==> config.mk <==
export PLATFORM = sky130hd
export DESIGN_NAME = game_state_ctrl_flat
export DESIGN_NICKNAME = d
export VERILOG_FILES = /design/src/rtl/game_pkg.sv /design/src/rtl/game_state_ctrl_if.sv /design/src/rtl/frame_tick_gen.sv /design/src/rtl/game_state_ctrl.sv /design/src/flat_wrapper.sv
export SDC_FILE = /design/constraint.sdc
export NUM_CORES = 1
export LEC_CHECK = 0
export CORE_MARGIN = 5
export CORE_UTILIZATION = 49
export DETAILED_ROUTE_END_ITERATION = 16
export PLACE_DENSITY_LB_ADDON = 0.08
export SLEW_MARGIN = 15
export SYNTH_ARGS = -nofsm -noshare
export SYNTH_HDL_FRONTEND = slang
export SYNTH_HIERARCHICAL = 1
export SYNTH_SLANG_ARGS = --single-unit
==> constraint.sdc <==
create_clock -name Clk -period 2.8 [get_ports Clk]
set_clock_uncertainty 0.2 [all_clocks]
set_input_delay 0.56 -clock Clk [delete_from_list [all_inputs] [get_ports Clk]]
set_output_delay 0.56 -clock Clk [all_outputs]
set_load 0.05 [all_outputs]
==> src/rtl/game_pkg.sv <==
`default_nettype none
// ============================================================================
//  Module   : game_pkg
//  Brief    : Shared game-phase encoding, winner codes and spawn points.
//  Revision : 1.0
// ============================================================================
package game_pkg;

    typedef enum logic [1:0] {
        IDLE      = 2'd0,
        PLAY      = 2'd1,
        HIT_PAUSE = 2'd2,
        GAME_OVER = 2'd3
    } game_state_t;

    localparam logic [1:0] WIN_NONE   = 2'b00;
    localparam logic [1:0] WIN_PLAYER = 2'b01;
    localparam logic [1:0] WIN_AI     = 2'b10;
    localparam logic [1:0] WIN_DRAW   = 2'b11;

    // Spawn points in screen pixels, shared with the tank blocks.
    localparam logic [9:0] SPAWN_PLAYER_X = 10'd80;
    localparam logic [9:0] SPAWN_PLAYER_Y = 10'd400;
    localparam logic [9:0] SPAWN_AI_X     = 10'd560;
    localparam logic [9:0] SPAWN_AI_Y     = 10'd80;

    function automatic logic [2:0] lives_after(input logic [2:0] lives, input logic hit);
        return (hit && (lives != 3'd0)) ? (lives - 3'd1) : lives;
    endfunction

    function automatic logic [1:0] winner_code(input logic player_out, input logic ai_out);
        if (player_out && ai_out) return WIN_DRAW;
        if (ai_out)               return WIN_PLAYER;
        if (player_out)           return WIN_AI;
        return WIN_NONE;
    endfunction

endpackage
`default_nettype wire

==> src/rtl/game_state_ctrl_if.sv <==
`default_nettype none
// ============================================================================
//  Module   : game_state_ctrl_if
//  Brief    : Control/status bundle between entity logic and the game sequencer.
//  Revision : 1.0
// ============================================================================
interface game_state_ctrl_if #(
    parameter int SCORE_W = 8
);
    logic               start_key;
    logic [1:0]         tank_death;
    logic [1:0]         AI_death;
    logic               play_enable;
    logic               respawn;
    logic               game_over;
    logic               banner_on;
    logic [1:0]         winner;
    logic [2:0]         player_lives;
    logic [2:0]         ai_lives;
    logic [SCORE_W-1:0] score;

    modport master (
        output start_key, tank_death, AI_death,
        input  play_enable, respawn, game_over, banner_on, winner,
               player_lives, ai_lives, score
    );

    modport slave (
        input  start_key, tank_death, AI_death,
        output play_enable, respawn, game_over, banner_on, winner,
               player_lives, ai_lives, score
    );
endinterface
`default_nettype wire

==> src/rtl/frame_tick_gen.sv <==
`default_nettype none
// ============================================================================
//  Module   : frame_tick_gen
//  Brief    : Synchronises the VSync frame strobe and emits a 1-Clk rising-edge tick.
//  Revision : 1.0
// ============================================================================
module frame_tick_gen (
    input  logic Clk,
    input  logic Reset,
    input  logic frame_clk,
    output logic tick
);
    // [0],[1] form the synchroniser; [2] holds the previous synced level.
    logic [2:0] r_sync;

    always_ff @(posedge Clk or posedge Reset) begin
        if (Reset) r_sync <= 3'b000;
        else       r_sync <= {r_sync[1:0], frame_clk};
    end

    assign tick = r_sync[1] & ~r_sync[2];
endmodule
`default_nettype wire

==> src/rtl/game_state_ctrl.sv <==
`default_nettype none
// ============================================================================
//  Module   : game_state_ctrl
//  Brief    : Game sequencer: title/play/hit-pause/game-over, lives, score, banner blink.
//  Revision : 1.0
// ============================================================================
module game_state_ctrl
    import game_pkg::*;
#(
    parameter int LIVES        = 3,
    parameter int PAUSE_FRAMES = 60,
    parameter int BLINK_FRAMES = 30,
    parameter int SCORE_W      = 8
) (
    input  logic             Clk,
    input  logic             Reset,
    input  logic             frame_clk,
    game_state_ctrl_if.slave bus
);
    localparam int PW = (PAUSE_FRAMES > 1) ? $clog2(PAUSE_FRAMES) : 1;
    localparam int BW = (BLINK_FRAMES > 1) ? $clog2(BLINK_FRAMES) : 1;
    localparam logic [PW-1:0]      c_pause_last = PW'(PAUSE_FRAMES - 1);
    localparam logic [BW-1:0]      c_blink_last = BW'(BLINK_FRAMES - 1);
    localparam logic [2:0]         c_lives      = 3'(LIVES);
    localparam logic [SCORE_W-1:0] c_score_max  = {SCORE_W{1'b1}};

    game_state_t        r_state, w_state_next;
    logic               w_tick;
    logic               r_start_prev, r_player_prev, r_ai_prev;
    logic               r_play_enable, r_respawn, r_game_over, r_banner_on;
    logic [1:0]         r_winner;
    logic [2:0]         r_player_lives, r_ai_lives;
    logic [SCORE_W-1:0] r_score;
    logic [PW-1:0]      r_frame_cnt;
    logic [BW-1:0]      r_blink_cnt;

    logic               w_start_edge, w_player_hit, w_ai_hit;
    logic [2:0]         w_player_lives_hit, w_ai_lives_hit;
    logic               w_respawn, w_start_game, w_count_hits, w_enter_over;
    logic               w_pause_restart, w_pause_step, w_blink_step, w_leave_over;

    frame_tick_gen u_frame_tick (
        .Clk       (Clk),
        .Reset     (Reset),
        .frame_clk (frame_clk),
        .tick      (w_tick)
    );

    assign w_start_edge       = bus.start_key & ~r_start_prev;
    assign w_player_hit       = (|bus.tank_death) & ~r_player_prev;
    assign w_ai_hit           = (|bus.AI_death) & ~r_ai_prev;
    assign w_player_lives_hit = lives_after(r_player_lives, w_player_hit);
    assign w_ai_lives_hit     = lives_after(r_ai_lives, w_ai_hit);

    always_ff @(posedge Clk or posedge Reset) begin
        if (Reset) r_state <= IDLE;
        else       r_state <= w_state_next;
    end

    always_comb begin
        w_state_next    = r_state;
        w_respawn       = 1'b0;
        w_start_game    = 1'b0;
        w_count_hits    = 1'b0;
        w_enter_over    = 1'b0;
        w_pause_restart = 1'b0;
        w_pause_step    = 1'b0;
        w_blink_step    = 1'b0;
        w_leave_over    = 1'b0;
        case (r_state)
            IDLE: begin
                if (w_start_edge) begin
                    w_state_next = PLAY;
                    w_respawn    = 1'b1;
                    w_start_game = 1'b1;
                end
            end
            PLAY: begin
                w_count_hits = 1'b1;
                if ((w_player_lives_hit == 3'd0) || (w_ai_lives_hit == 3'd0)) begin
                    w_state_next = GAME_OVER;
                    w_enter_over = 1'b1;
                end else if (w_player_hit || w_ai_hit) begin
                    w_state_next    = HIT_PAUSE;
                    w_pause_restart = 1'b1;
                end
            end
            HIT_PAUSE: begin
                if (w_tick) begin
                    if (r_frame_cnt == c_pause_last) begin
                        w_state_next = PLAY;
                        w_respawn    = 1'b1;
                    end else begin
                        w_pause_step = 1'b1;
                    end
                end
            end
            GAME_OVER: begin
                w_blink_step = w_tick;
                if (w_start_edge) begin
                    w_state_next = IDLE;
                    w_leave_over = 1'b1;
                end
            end
            default: w_state_next = IDLE;
        endcase
    end

    always_ff @(posedge Clk or posedge Reset) begin
        if (Reset) begin
            r_start_prev   <= 1'b0;
            r_player_prev  <= 1'b0;
            r_ai_prev      <= 1'b0;
            r_play_enable  <= 1'b0;
            r_respawn      <= 1'b0;
            r_game_over    <= 1'b0;
            r_banner_on    <= 1'b0;
            r_winner       <= WIN_NONE;
            r_player_lives <= c_lives;
            r_ai_lives     <= c_lives;
            r_score        <= '0;
            r_frame_cnt    <= '0;
            r_blink_cnt    <= '0;
        end else begin
            r_start_prev  <= bus.start_key;
            r_player_prev <= |bus.tank_death;
            r_ai_prev     <= |bus.AI_death;
            r_respawn     <= w_respawn;
            r_play_enable <= (w_state_next == PLAY);
            r_game_over   <= (w_state_next == GAME_OVER);

            if (w_start_game) begin
                r_player_lives <= c_lives;
                r_ai_lives     <= c_lives;
                r_score        <= '0;
                r_winner       <= WIN_NONE;
            end else if (w_count_hits) begin
                r_player_lives <= w_player_lives_hit;
                r_ai_lives     <= w_ai_lives_hit;
                if (w_ai_hit && (r_score != c_score_max))
                    r_score <= r_score + SCORE_W'(1);
            end

            // Winner is decided from the post-hit lives, so a same-cycle double kill reads as a draw.
            if (w_enter_over) begin
                r_winner    <= winner_code(w_player_lives_hit == 3'd0, w_ai_lives_hit == 3'd0);
                r_banner_on <= 1'b1;
                r_blink_cnt <= '0;
            end else if (w_leave_over) begin
                r_banner_on <= 1'b0;
            end else if (w_blink_step) begin
                if (r_blink_cnt == c_blink_last) begin
                    r_blink_cnt <= '0;
                    r_banner_on <= ~r_banner_on;
                end else begin
                    r_blink_cnt <= r_blink_cnt + BW'(1);
                end
            end

            if (w_pause_restart)   r_frame_cnt <= '0;
            else if (w_pause_step) r_frame_cnt <= r_frame_cnt + PW'(1);
        end
    end

    assign bus.play_enable  = r_play_enable;
    assign bus.respawn      = r_respawn;
    assign bus.game_over    = r_game_over;
    assign bus.banner_on    = r_banner_on;
    assign bus.winner       = r_winner;
    assign bus.player_lives = r_player_lives;
    assign bus.ai_lives     = r_ai_lives;
    assign bus.score        = r_score;
endmodule
`default_nettype wire

==> src/flat_wrapper.sv <==
// flat-port wrapper written by rule: the top's interface ports become plain ports
module game_state_ctrl_flat import game_pkg::*;
#(
    parameter int LIVES        = 3,
    parameter int PAUSE_FRAMES = 60,
    parameter int BLINK_FRAMES = 30,
    parameter int SCORE_W      = 8
)
  (Clk, Reset, frame_clk, bus_start_key, bus_tank_death, bus_AI_death, bus_play_enable, bus_respawn, bus_game_over, bus_banner_on, bus_winner, bus_player_lives, bus_ai_lives, bus_score);
  game_state_ctrl_if #(.SCORE_W(SCORE_W)) bus_i ();
  input  logic Clk;
  input  logic Reset;
  input  logic frame_clk;
  input wire logic [$bits(bus_i.start_key)-1:0] bus_start_key;
  input wire logic [$bits(bus_i.tank_death)-1:0] bus_tank_death;
  input wire logic [$bits(bus_i.AI_death)-1:0] bus_AI_death;
  output wire logic [$bits(bus_i.play_enable)-1:0] bus_play_enable;
  output wire logic [$bits(bus_i.respawn)-1:0] bus_respawn;
  output wire logic [$bits(bus_i.game_over)-1:0] bus_game_over;
  output wire logic [$bits(bus_i.banner_on)-1:0] bus_banner_on;
  output wire logic [$bits(bus_i.winner)-1:0] bus_winner;
  output wire logic [$bits(bus_i.player_lives)-1:0] bus_player_lives;
  output wire logic [$bits(bus_i.ai_lives)-1:0] bus_ai_lives;
  output wire logic [$bits(bus_i.score)-1:0] bus_score;
  assign bus_i.start_key = bus_start_key;
  assign bus_i.tank_death = bus_tank_death;
  assign bus_i.AI_death = bus_AI_death;
  assign bus_play_enable = bus_i.play_enable;
  assign bus_respawn = bus_i.respawn;
  assign bus_game_over = bus_i.game_over;
  assign bus_banner_on = bus_i.banner_on;
  assign bus_winner = bus_i.winner;
  assign bus_player_lives = bus_i.player_lives;
  assign bus_ai_lives = bus_i.ai_lives;
  assign bus_score = bus_i.score;
  game_state_ctrl #(.LIVES(LIVES), .PAUSE_FRAMES(PAUSE_FRAMES), .BLINK_FRAMES(BLINK_FRAMES), .SCORE_W(SCORE_W)) u_core (.Clk(Clk), .Reset(Reset), .frame_clk(frame_clk), .bus(bus_i));
endmodule
After elaboration in Yosys (flattened, before gate mapping)
Cells that the tools add are included.
Widths: inputs -> output; s select.
- add/sub/neg operators: 5
- reductions and logical operators: 23
- multiplexer cells: 59
- bitwise logic cells: 9
- equality and inequality tests: 9
- operator list (cell ; number):
    $mux 1 ; 28
    $mux 2 ; 14
    $mux 8 ; 3
    $mux 5 ; 4
    $mux 3 ; 6
    $mux 6 ; 2
    $reduce_bool 3->1 ; 4
    $reduce_bool 2->1 ; 5
    $add 8x1->8 const B ; 1
    $ne 8x8->1 const B ; 1
    $pmux 2 s4 ; 1
    $add 6x1->6 const B ; 1
    $eq 2x2->1 const B ; 3
    $eq 6x6->1 const B ; 1
    $logic_not 3->1 ; 2
    $reduce_and 2->1 ; 3
    $sub 3x1->3 const B ; 2
    $add 5x1->5 const B ; 1
    $eq 5x5->1 const B ; 1
    $not 1->1 ; 5
    $and 1x1->1 ; 4
    $eq 2x1->1 const B ; 2
    $logic_and 1x1->1 ; 4
    $reduce_or 2->1 ; 2
    other kinds (4) ; 5
- bits of input ports: 8
- output and inout port bits: 20
- logic and storage cells: 120
- register bits after elaboration: 39

Depth between registers and ports, before layout
Gate-level depths: netlist of run 1.
- depth after elaboration: 18
- depth in mapped cells: 7
- gate-level depth less buffers: 7

Cells and area by module
Netlist of run 1, hierarchy kept.
- modules (own cells, without submodules) (module ; instances ; cells an instance ; area each (um^2) ; sequential area each (um^2)):
    game_state_ctrl ; 1 ; 203 ; 1985.7 ; 905.9
    frame_tick_gen ; 1 ; 5 ; 92.6 ; 75.1

Worst setup path before layout of run 1
OpenSTA, ideal clock, no wires.
- kind: reg-to-reg
- start: register u_core.r_ai_lives[0] (netlist: u_core/bus.ai_lives[0])
- end: register u_core.r_state[1]
- required time: 2.476 ns
- cell stages (with the launch flop): 7
- clock period less this slack: 2.529 ns
- library setup time: 0.124 ns
- path buffers: 0
- path slack: 0.271 ns
- data arrival time: 2.205 ns
- cell sequence: dfstp_2 > inv_1 > ha_1 > ha_1 > o2111a_1 > o41a_1 > or2_1
- word-level cells in the longest chain between the ends: 7
- elaborated cells on any way between the ends: 8
- classes of those cells: add/sub: 1; mux: 3; reduce/logical: 4
- ends and longest elaborated chain (element ; line ; source):
    from (decl) ; game_state_ctrl.sv:32 ; logic [2:0] r_player_lives, r_ai_lives;
    from (signal assigned) ; game_state_ctrl.sv:120 ; r_ai_lives <= c_lives;
    from (signal assigned) ; game_state_ctrl.sv:134 ; r_ai_lives <= c_lives;
    from (signal assigned) ; game_state_ctrl.sv:139 ; r_ai_lives <= w_ai_lives_hit;
    branches (longest 2 deep; another with $sub 3x1->3) ; - ;
    $mux 3 (*) ; game_pkg.sv:28 ; return (hit && (lives != 3'd0)) ? (lives - 3'd1) : lives;
    $logic_not 3->1 (*) ; game_state_ctrl.sv:80 ; if ((w_player_lives_hit == 3'd0) || (w_ai_lives_hit == 3'd0)) begin
    $logic_or 1x1->1 (*) ; game_state_ctrl.sv:80 ;
    $mux 2 (*) ; game_state_ctrl.sv:80 ;
    $pmux 2 s4 (*) ; game_state_ctrl.sv:70 ; case (r_state)
    net u_core.w_state_next[1] ; game_state_ctrl.sv:27 ; game_state_t r_state, w_state_next;
    to (signal assigned) ; game_state_ctrl.sv:57 ; else r_state <= w_state_next;
    to (decl) ; game_state_ctrl.sv:27 ;
Mark *: on every way through the listed nets, which the timed path passes.
A chain may end at the register's enable or synchronous reset.

Worst setup path after layout of run 1
- start: register u_core.r_ai_lives[0] (netlist: u_core/bus.ai_lives[0])
- end: register u_core.r_blink_cnt[2]
- word-level cells in the longest chain between the ends: 9
- elaborated cells on any way between the ends: 12
- classes of those cells: add/sub: 1; eq/ne: 1; mux: 4; reduce/logical: 6
- ends and longest elaborated chain (element ; line ; source):
    branches (longest 2 deep; another with $sub 3x1->3) ; - ;
    $mux 3 (*) ; game_pkg.sv:28 ;
    $logic_not 3->1 (*) ; game_state_ctrl.sv:80 ;
    $logic_or 1x1->1 (*) ; game_state_ctrl.sv:80 ;
    $mux 1 (*) ; game_state_ctrl.sv:80 ;
    $mux 1 (*) ; game_state_ctrl.sv:70 ;
    $ne 2x1->1 (no source line) or $reduce_bool 2->1 (tied branches) ; - ;
    $reduce_and 2->1 (no source line) ; - ;
    to (signal assigned) ; game_state_ctrl.sv:156 ; r_blink_cnt <= r_blink_cnt + BW'(1);
    to (decl) ; game_state_ctrl.sv:35 ; logic [BW-1:0] r_blink_cnt;
Every way passes the cells marked *.

==> impl_metrics.env, run 1 <==
export IMPL_setup_viol=0
export IMPL_status="finished clean"
export IMPL_multi_input_area_sq_um=1010
export IMPL_min_path_cells=0
export IMPL_setup_worst_path_end_class="flip-flop"
export IMPL_fillers=323
export IMPL_hold_viol=0
export IMPL_reg2reg_depth=7
export IMPL_drv_slew=0
export IMPL_grt_pass1_vias=1675
export IMPL_crit_path_end="u_core/r_blink_cnt[2]"
export IMPL_seq_area_sq_um=981
export IMPL_max_stage_delay_ns=0.55
export IMPL_async_flop_share_pct=100
export IMPL_crit_path_start="u_core/bus.ai_lives[0]"
export IMPL_synth_cell_types=54
export IMPL_via_per_inst=5.87
export IMPL_grt_pass1_wl_mm=7.68
export IMPL_cp_depth=7
export IMPL_clkLatencyLatePin_ns=0.29
export IMPL_antenna_found_initial=0
export IMPL_cts_buffers=5
export IMPL_synth_ff_type="dfrtp_1"
export IMPL_drt_pass1_iter_count=4
export IMPL_vdd_ir_drop_max_v=0.000471
export IMPL_die_y_um=75.1
export IMPL_synth_edff_count=0
export IMPL_clk_pin_slew_ns=0.08
export IMPL_tns_ns=0
export IMPL_power_density_nw_per_um2=878
export IMPL_r2r_end="u_core/r_blink_cnt[2]"
export IMPL_drt_initial_drc_count=108
export IMPL_core_sq_um=4060
export IMPL_yosysWarnings=6
export IMPL_antenna_left=0
export IMPL_leakagePower_nw=1.05
export IMPL_synth_seq_area_share_pct=47.2
export IMPL_rsz0062_at_grt="no"
export IMPL_diodes=0
export IMPL_drc=0
export IMPL_wl_per_cell_um=15.8
export IMPL_hpwl_mm=3.34
export IMPL_portBuffers=27
export IMPL_cp_required_ns=2.77
export IMPL_gp_congestion=0.840
export IMPL_overflow=0
export IMPL_synthesis_nets=224
export IMPL_dieArea_sq_um=5640
export IMPL_std_cell_rows=23
export IMPL_nets=254
export IMPL_synthesis_area_sq_um=2080
export IMPL_htreeDepth=2
export IMPL_syn_inst=208
export IMPL_ys_ff_latch=39
export IMPL_crit_path_top_delay_cell="dfstp_2"
export IMPL_cts_hold_buffers=0
export IMPL_cts_tree="done"
export IMPL_root_buffer="clkbuf_8"
export IMPL_postSynthAreaPerCell_sq_um=9.99
export IMPL_worstSetupPathType="reg2reg"
export IMPL_cp_arrival_ns=2.45
export IMPL_cp_start_kind="flip-flop"
export IMPL_total_power_mw=2.18
export IMPL_cts_sinks=39
export IMPL_grt_max_degree=37
export IMPL_cp_top_family="flip-flops"
export IMPL_slew_headroom_pct=56.9
export IMPL_rrSetupSlack_ns=0.32
export IMPL_crit_buf_inv=1
export IMPL_wl_mm=4.57
export IMPL_die_w_um=75.1
export IMPL_layout_drive_gt1_share_pct=9.21
export IMPL_post_cts_buffers=0
export IMPL_max_freq_mhz=403
export IMPL_hold_class="reg2reg"
export IMPL_track_usage_pct=17.8
export IMPL_vias=1697
export IMPL_cp_max_fo=5
export IMPL_fin_crit_ns=2.48
export IMPL_cts_resized_gates=0
export IMPL_worst_pin_slew_ns=0.643
export IMPL_clock_path_buffers=2
export IMPL_r2r_start="u_core/bus.ai_lives[0]"
export IMPL_io_pins=28
export IMPL_syn_to_final_growth_pct=19.7
export IMPL_start_util_pct=51.2
export IMPL_crit_chain="inv_1, ha_1, ha_1, nand3_1, nor3_1, o41ai_2, a32o_1"
export IMPL_max_cap_violations=0
export IMPL_fin_crit_sh_pct=88.6
export IMPL_cp_common_cell="ha_1"
==> metrics by stage <==
step	area, sq um	instances	worst slack (ns)	hold slack, ns	util, %
2_1_floorplan	2080	208	0.271	0.114	-
3_3_place_gp	2400	281	0.268	0.138	59.1
3_5_place_dp	2400	281	0.216	0.146	59.1
4_1_cts	2490	289	0.311	0.164	61.3
5_1_grt	2490	289	0.147	0.171	61.3
6_report	2490	289	0.318	0.158	61.3
==> where the power goes <==
group          internal, mW  switching [mW]
combinational         0.345           0.570
clock                 0.199           0.185
sequential            0.719           0.166
total                  1.26           0.921
==> cell usage after synthesis (all sizes together), types with 2 or more instances <==
library cell,n,share of area [%]
dfrtp,35,42
nand2,16,2.9
a21oi,15,3.6
inv,14,2.5
o21ai,13,3.1
nand3,12,2.9
nor2,10,1.8
ha,8,4.8
nor3,8,1.9
a32o,5,2.4
clkbuf,5,0.90
mux2i,5,2.4
xnor2,5,2.1
dfstp,4,5.1
nand4,4,1.2
or3,4,1.3
and2,3,0.96
a211o,2,0.90
a32oi,2,0.84
nand2b,2,0.60
nand3b,2,0.72
nand4b,2,0.84
nor2b,2,0.96
o2111a,2,1.1
o211ai,2,0.72
o21bai,2,1.3
o2bb2ai,2,0.84
or2,2,0.60
==> worst min path at each step <==
stage / to / slack [ns] / from
floorplan: u_core/u_frame_tick/r_sync[0] / 0.11 / Reset
global placement: u_core/u_frame_tick/r_sync[1] / 0.14 / u_core/u_frame_tick/r_sync[0]
detailed placement: u_core/u_frame_tick/r_sync[1] / 0.15 / u_core/u_frame_tick/r_sync[0]
CTS: u_core/u_frame_tick/r_sync[1] / 0.16 / u_core/u_frame_tick/r_sync[0]
global route: u_core/u_frame_tick/r_sync[1] / 0.17 / u_core/u_frame_tick/r_sync[0]
finish: u_core/u_frame_tick/r_sync[1] / 0.16 / u_core/u_frame_tick/r_sync[0]
==> state kept, by name (all words and copies together), names as in the netlist <==
| signal | count |
|---|---|
| u_core/bus.ai_lives | 3 |
| u_core/bus.score | 8 |
| u_core/r_frame_cnt | 6 |
| u_core/bus.banner_on | 1 |
| u_core/bus.game_over | 1 |
| u_core/r_state | 2 |
| u_core/u_frame_tick/r_sync | 3 |
| u_core/r_blink_cnt | 5 |
| u_core/r_player_prev | 1 |
| u_core/r_ai_prev | 1 |
| u_core/bus.respawn | 1 |
| u_core/bus.winner | 2 |
| u_core/bus.player_lives | 3 |
| u_core/r_start_prev | 1 |
| u_core/bus.play_enable | 1 |
==> cells in the final DEF, fill, tap and decap left out, types with 2 or more instances in the layout <==
cell,netlist,layout
o21ai_0,13,13
a32oi_1,2,2
a32o_1,5,5
inv_1,14,14
nand3b_1,2,2
or3_1,3,3
nor3_1,8,8
o211ai_1,2,2
nor2_1,10,10
nand3_1,12,12
clkbuf_8,0,6
a21oi_1,15,15
and2_1,2,2
dfrtp_1,35,35
nand2_1,16,16
nand4_1,4,4
o2111a_1,2,2
mux2i_1,5,5
nand2b_1,2,2
clkdlybuf4s50_1,0,27
dfstp_2,4,4
xnor2_1,5,5
buf_4,0,2
nand4b_1,2,2
ha_1,8,8
o2bb2ai_1,2,2
==> routing by layer <==
metal	vias to the layer above	part of all wire (%)	track usage, %
met3	6	3.7	4.01
met2	31	50	30.1
met4	0	1.0	6.13
met1	835	45	22.4
met5	-	0	0
li1	825	-	-
==> kinds of logic (layout without fill, tap and decap cells) <==
| group | count (synthesis) | in the layout | synth area share [%] |
|---|---|---|---|
| AOI/OAI and AO/OA | 58 | 58 | 20.5 |
| xor gates and xnor gates | 5 | 5 | 2.11 |
| adders and majority gates | 8 | 8 | 4.82 |
| buffers and inverters | 20 | 51 | 3.97 |
| DFF | 39 | 39 | 47.2 |
| muxes | 5 | 5 | 2.41 |
| and+or+nand+nor | 73 | 73 | 19.0 |
==> layout make-up <==
class                           instances  share of cell area, %
Timing Repair Buffer                   29                   11.5
Inverter                               14                   2.11
Tap cell                               50                   2.52
Clock inverter                          1                  0.201
Sequential cell                        39                   39.4
Multi-Input combinational cell        149                   40.8
Clock buffer                            7                   3.47
(Power assumes the default switching activity.)
==> run 2, diff against run 1 <==
Settings changed: TNS_END_PERCENT set to 50.
Clock period 2.8 ns to 2.67 ns, I/O delays scaled along.
==> impl_metrics.env, run 2 (same netlist as run 1, synthesis figures left out) <==
export IMPL_nets=258
export IMPL_largest_reg_flops=8
export IMPL_use_met1_pct=23.8
export IMPL_core_sq_um=4060
export IMPL_p_clk_share_pct=16.5
export IMPL_comb_power_share_pct=43.0
export IMPL_drc=0
export IMPL_vias=1783
export IMPL_status="finished clean"
export IMPL_max_freq_mhz=395
export IMPL_p_sw_uw=988
export IMPL_met2_usage_pct=31.2
export IMPL_drt_pass1_iter_count=5
export IMPL_overflow=0
export IMPL_htreeDepth=2
export IMPL_layout_common_cells="dfrtp_1 (35), clkdlybuf4s50_1 (27), nand2_1 (16)"
export IMPL_p_sw_share_pct=43.0
export IMPL_hpwl_mm=3.49
export IMPL_drt_initial_drc_count=166
export IMPL_die_w_um=75.1
export IMPL_cp_required_ns=2.64
export IMPL_io_pins=28
export IMPL_diodes=0
export IMPL_post_dp_cell_area_sq_um=2430
export IMPL_cp_max_fo=5
export IMPL_wl_per_cell_um=16.7
export IMPL_fillers=346
export IMPL_cp_start_kind="flip-flop"
export IMPL_max_cap_violations=0
export IMPL_setup_worst_path_end_class="flip-flop"
export IMPL_vdd_ir_drop_max_v=0.000424
export IMPL_root_buffer="clkbuf_8"
export IMPL_portBuffers=27
export IMPL_clock_path_buffers=2
export IMPL_fin_cells=293
export IMPL_leakagePower_nw=1.06
export IMPL_cp_arrival_ns=2.51
export IMPL_grt_pass1_wl_mm=8.09
export IMPL_die_y_um=75.1
export IMPL_holdWs_ns=0.163
export IMPL_dieArea_sq_um=5640
export IMPL_setup_viol=0
export IMPL_syn_to_final_growth_pct=20.9
export IMPL_worstSetupPathType="reg2reg"
export IMPL_dp_cells=285
export IMPL_fin_crit_ns=2.53
export IMPL_grtUsageMet3_pct=4.14
export IMPL_max_stage_delay_ns=0.54
export IMPL_cts_hold_buffers=0
export IMPL_fin_crit_sh_pct=94.9
export IMPL_clk_pin_slew_ns=0.07
export IMPL_crit_chain="inv_1, ha_1, ha_1, nand3_1, nor3_1, o41ai_2, buf_4, a32o_1"
export IMPL_via_per_inst=6.09
export IMPL_antenna_left=0
export IMPL_grt_busiest_layer="met2"
export IMPL_layout_drive_gt1_share_pct=10.7
export IMPL_internal_power_mw=1.31
export IMPL_rsz0062_at_grt="no"
export IMPL_drv_slew=0
export IMPL_p_seq_share_pct=40.5
export IMPL_worst_pin_slew_ns=0.748
export IMPL_wl_mm=4.88
export IMPL_cp_common_cell="ha_1"
export IMPL_final_common_cell="dfrtp_1"
export IMPL_slew_headroom_pct=49.8
export IMPL_cts_buffers=5
export IMPL_std_cell_rows=23
export IMPL_multi_input_area_sq_um=1020
export IMPL_reg2reg_depth=8
export IMPL_cts_tree="done"
export IMPL_grt_max_degree=37
export IMPL_power_density_nw_per_um2=914
export IMPL_gp_congestion=0.850
export IMPL_min_path_cells=0
export IMPL_crit_path_top_delay_cell="dfstp_2"
export IMPL_tns_ns=0
export IMPL_seq_area_sq_um=981
export IMPL_fin_area_sq_um=2510
export IMPL_clkLatencyLatePin_ns=0.28
export IMPL_hold_class="reg2reg"
export IMPL_track_usage_pct=18.6
export IMPL_hold_viol=0
export IMPL_start_util_pct=51.2
export IMPL_total_power_mw=2.30
export IMPL_cts_sinks=39
export IMPL_antenna_found_initial=0
export IMPL_grt_pass1_vias=1791
-- run 2: changes by cell type in the layout (fill, tap and decap cells not counted), sizes merged --
| cell | change |
|---|---|
| buf | +4 |
-- run 2: critical path, delay by kind of cell, from the launching register on --
kind	cells	cell delay (ns)
AOI/OAI and AO/OA	2	0.40
adders and majority gates	2	0.51
and+or+nand+nor	2	0.50
buffers and inverters	2	0.26
DFF	1	0.54
-- run 2: area by class of cell --
type                            instances  area share [%]
Tap cell                               50            2.49
Sequential cell                        39            39.0
Clock inverter                          1           0.199
Timing Repair Buffer                   33            12.5
Clock buffer                            7            3.04
Inverter                               14            2.09
Multi-Input combinational cell        149            40.6
-- run 2: worst paths after layout --
check | end | from | slack (ns)
setup / recovery | u_core/r_blink_cnt[0] | u_core/bus.ai_lives[0] | 0.14
hold / removal | u_core/u_frame_tick/r_sync[1] | u_core/u_frame_tick/r_sync[0] | 0.16
setup reg to reg | u_core/r_blink_cnt[0] | u_core/bus.ai_lives[0] | 0.14
hold reg to reg | u_core/u_frame_tick/r_sync[1] | u_core/u_frame_tick/r_sync[0] | 0.16
max in group asynchronous | u_core/bus.ai_lives[0] | Reset | 1.44
min in group asynchronous | u_core/u_frame_tick/r_sync[1] | Reset | 0.24
-- run 2: per-layer routing --
| metal | vias up | share of wire [%] |
|---|---|---|
| met5 | - | 0 |
| li1 | 840 | - |
| met4 | 0 | 0.63 |
| met3 | 4 | 4.6 |
| met1 | 900 | 44 |
| met2 | 39 | 51 |
-- run 2: power groups by stage --
| stage | Combinational (mW) | Sequential [mW] | Clock (mW) |
|---|---|---|---|
| final | 0.988 | 0.930 | 0.379 |
| after global routing | 1.07 | 0.951 | 0.416 |
| after CTS | 0.983 | 0.925 | 0.392 |
| after detailed placement | 0.979 | 0.934 | 0 |
| after global placement | 0.942 | 0.919 | 0 |
| after floorplan | 0.470 | 1.14 | 0 |
-- run 2: what timing repair did --
| action | CTS | global route |
|---|---|---|
| setup endpoints to repair | 0 | 4 |
| buffers inserted | 0 | 0 |
| resized for setup | 0 | 1 |
-- run 2: through the flow --
step / setup WS, ns / util, %
finish: 0.137 / 61.9
global route: 0.0102 / 61.9
global placement: 0.137 / 59.8
floorplan: 0.141 / -
detailed placement: 0.0742 / 59.8
CTS: 0.126 / 61.8
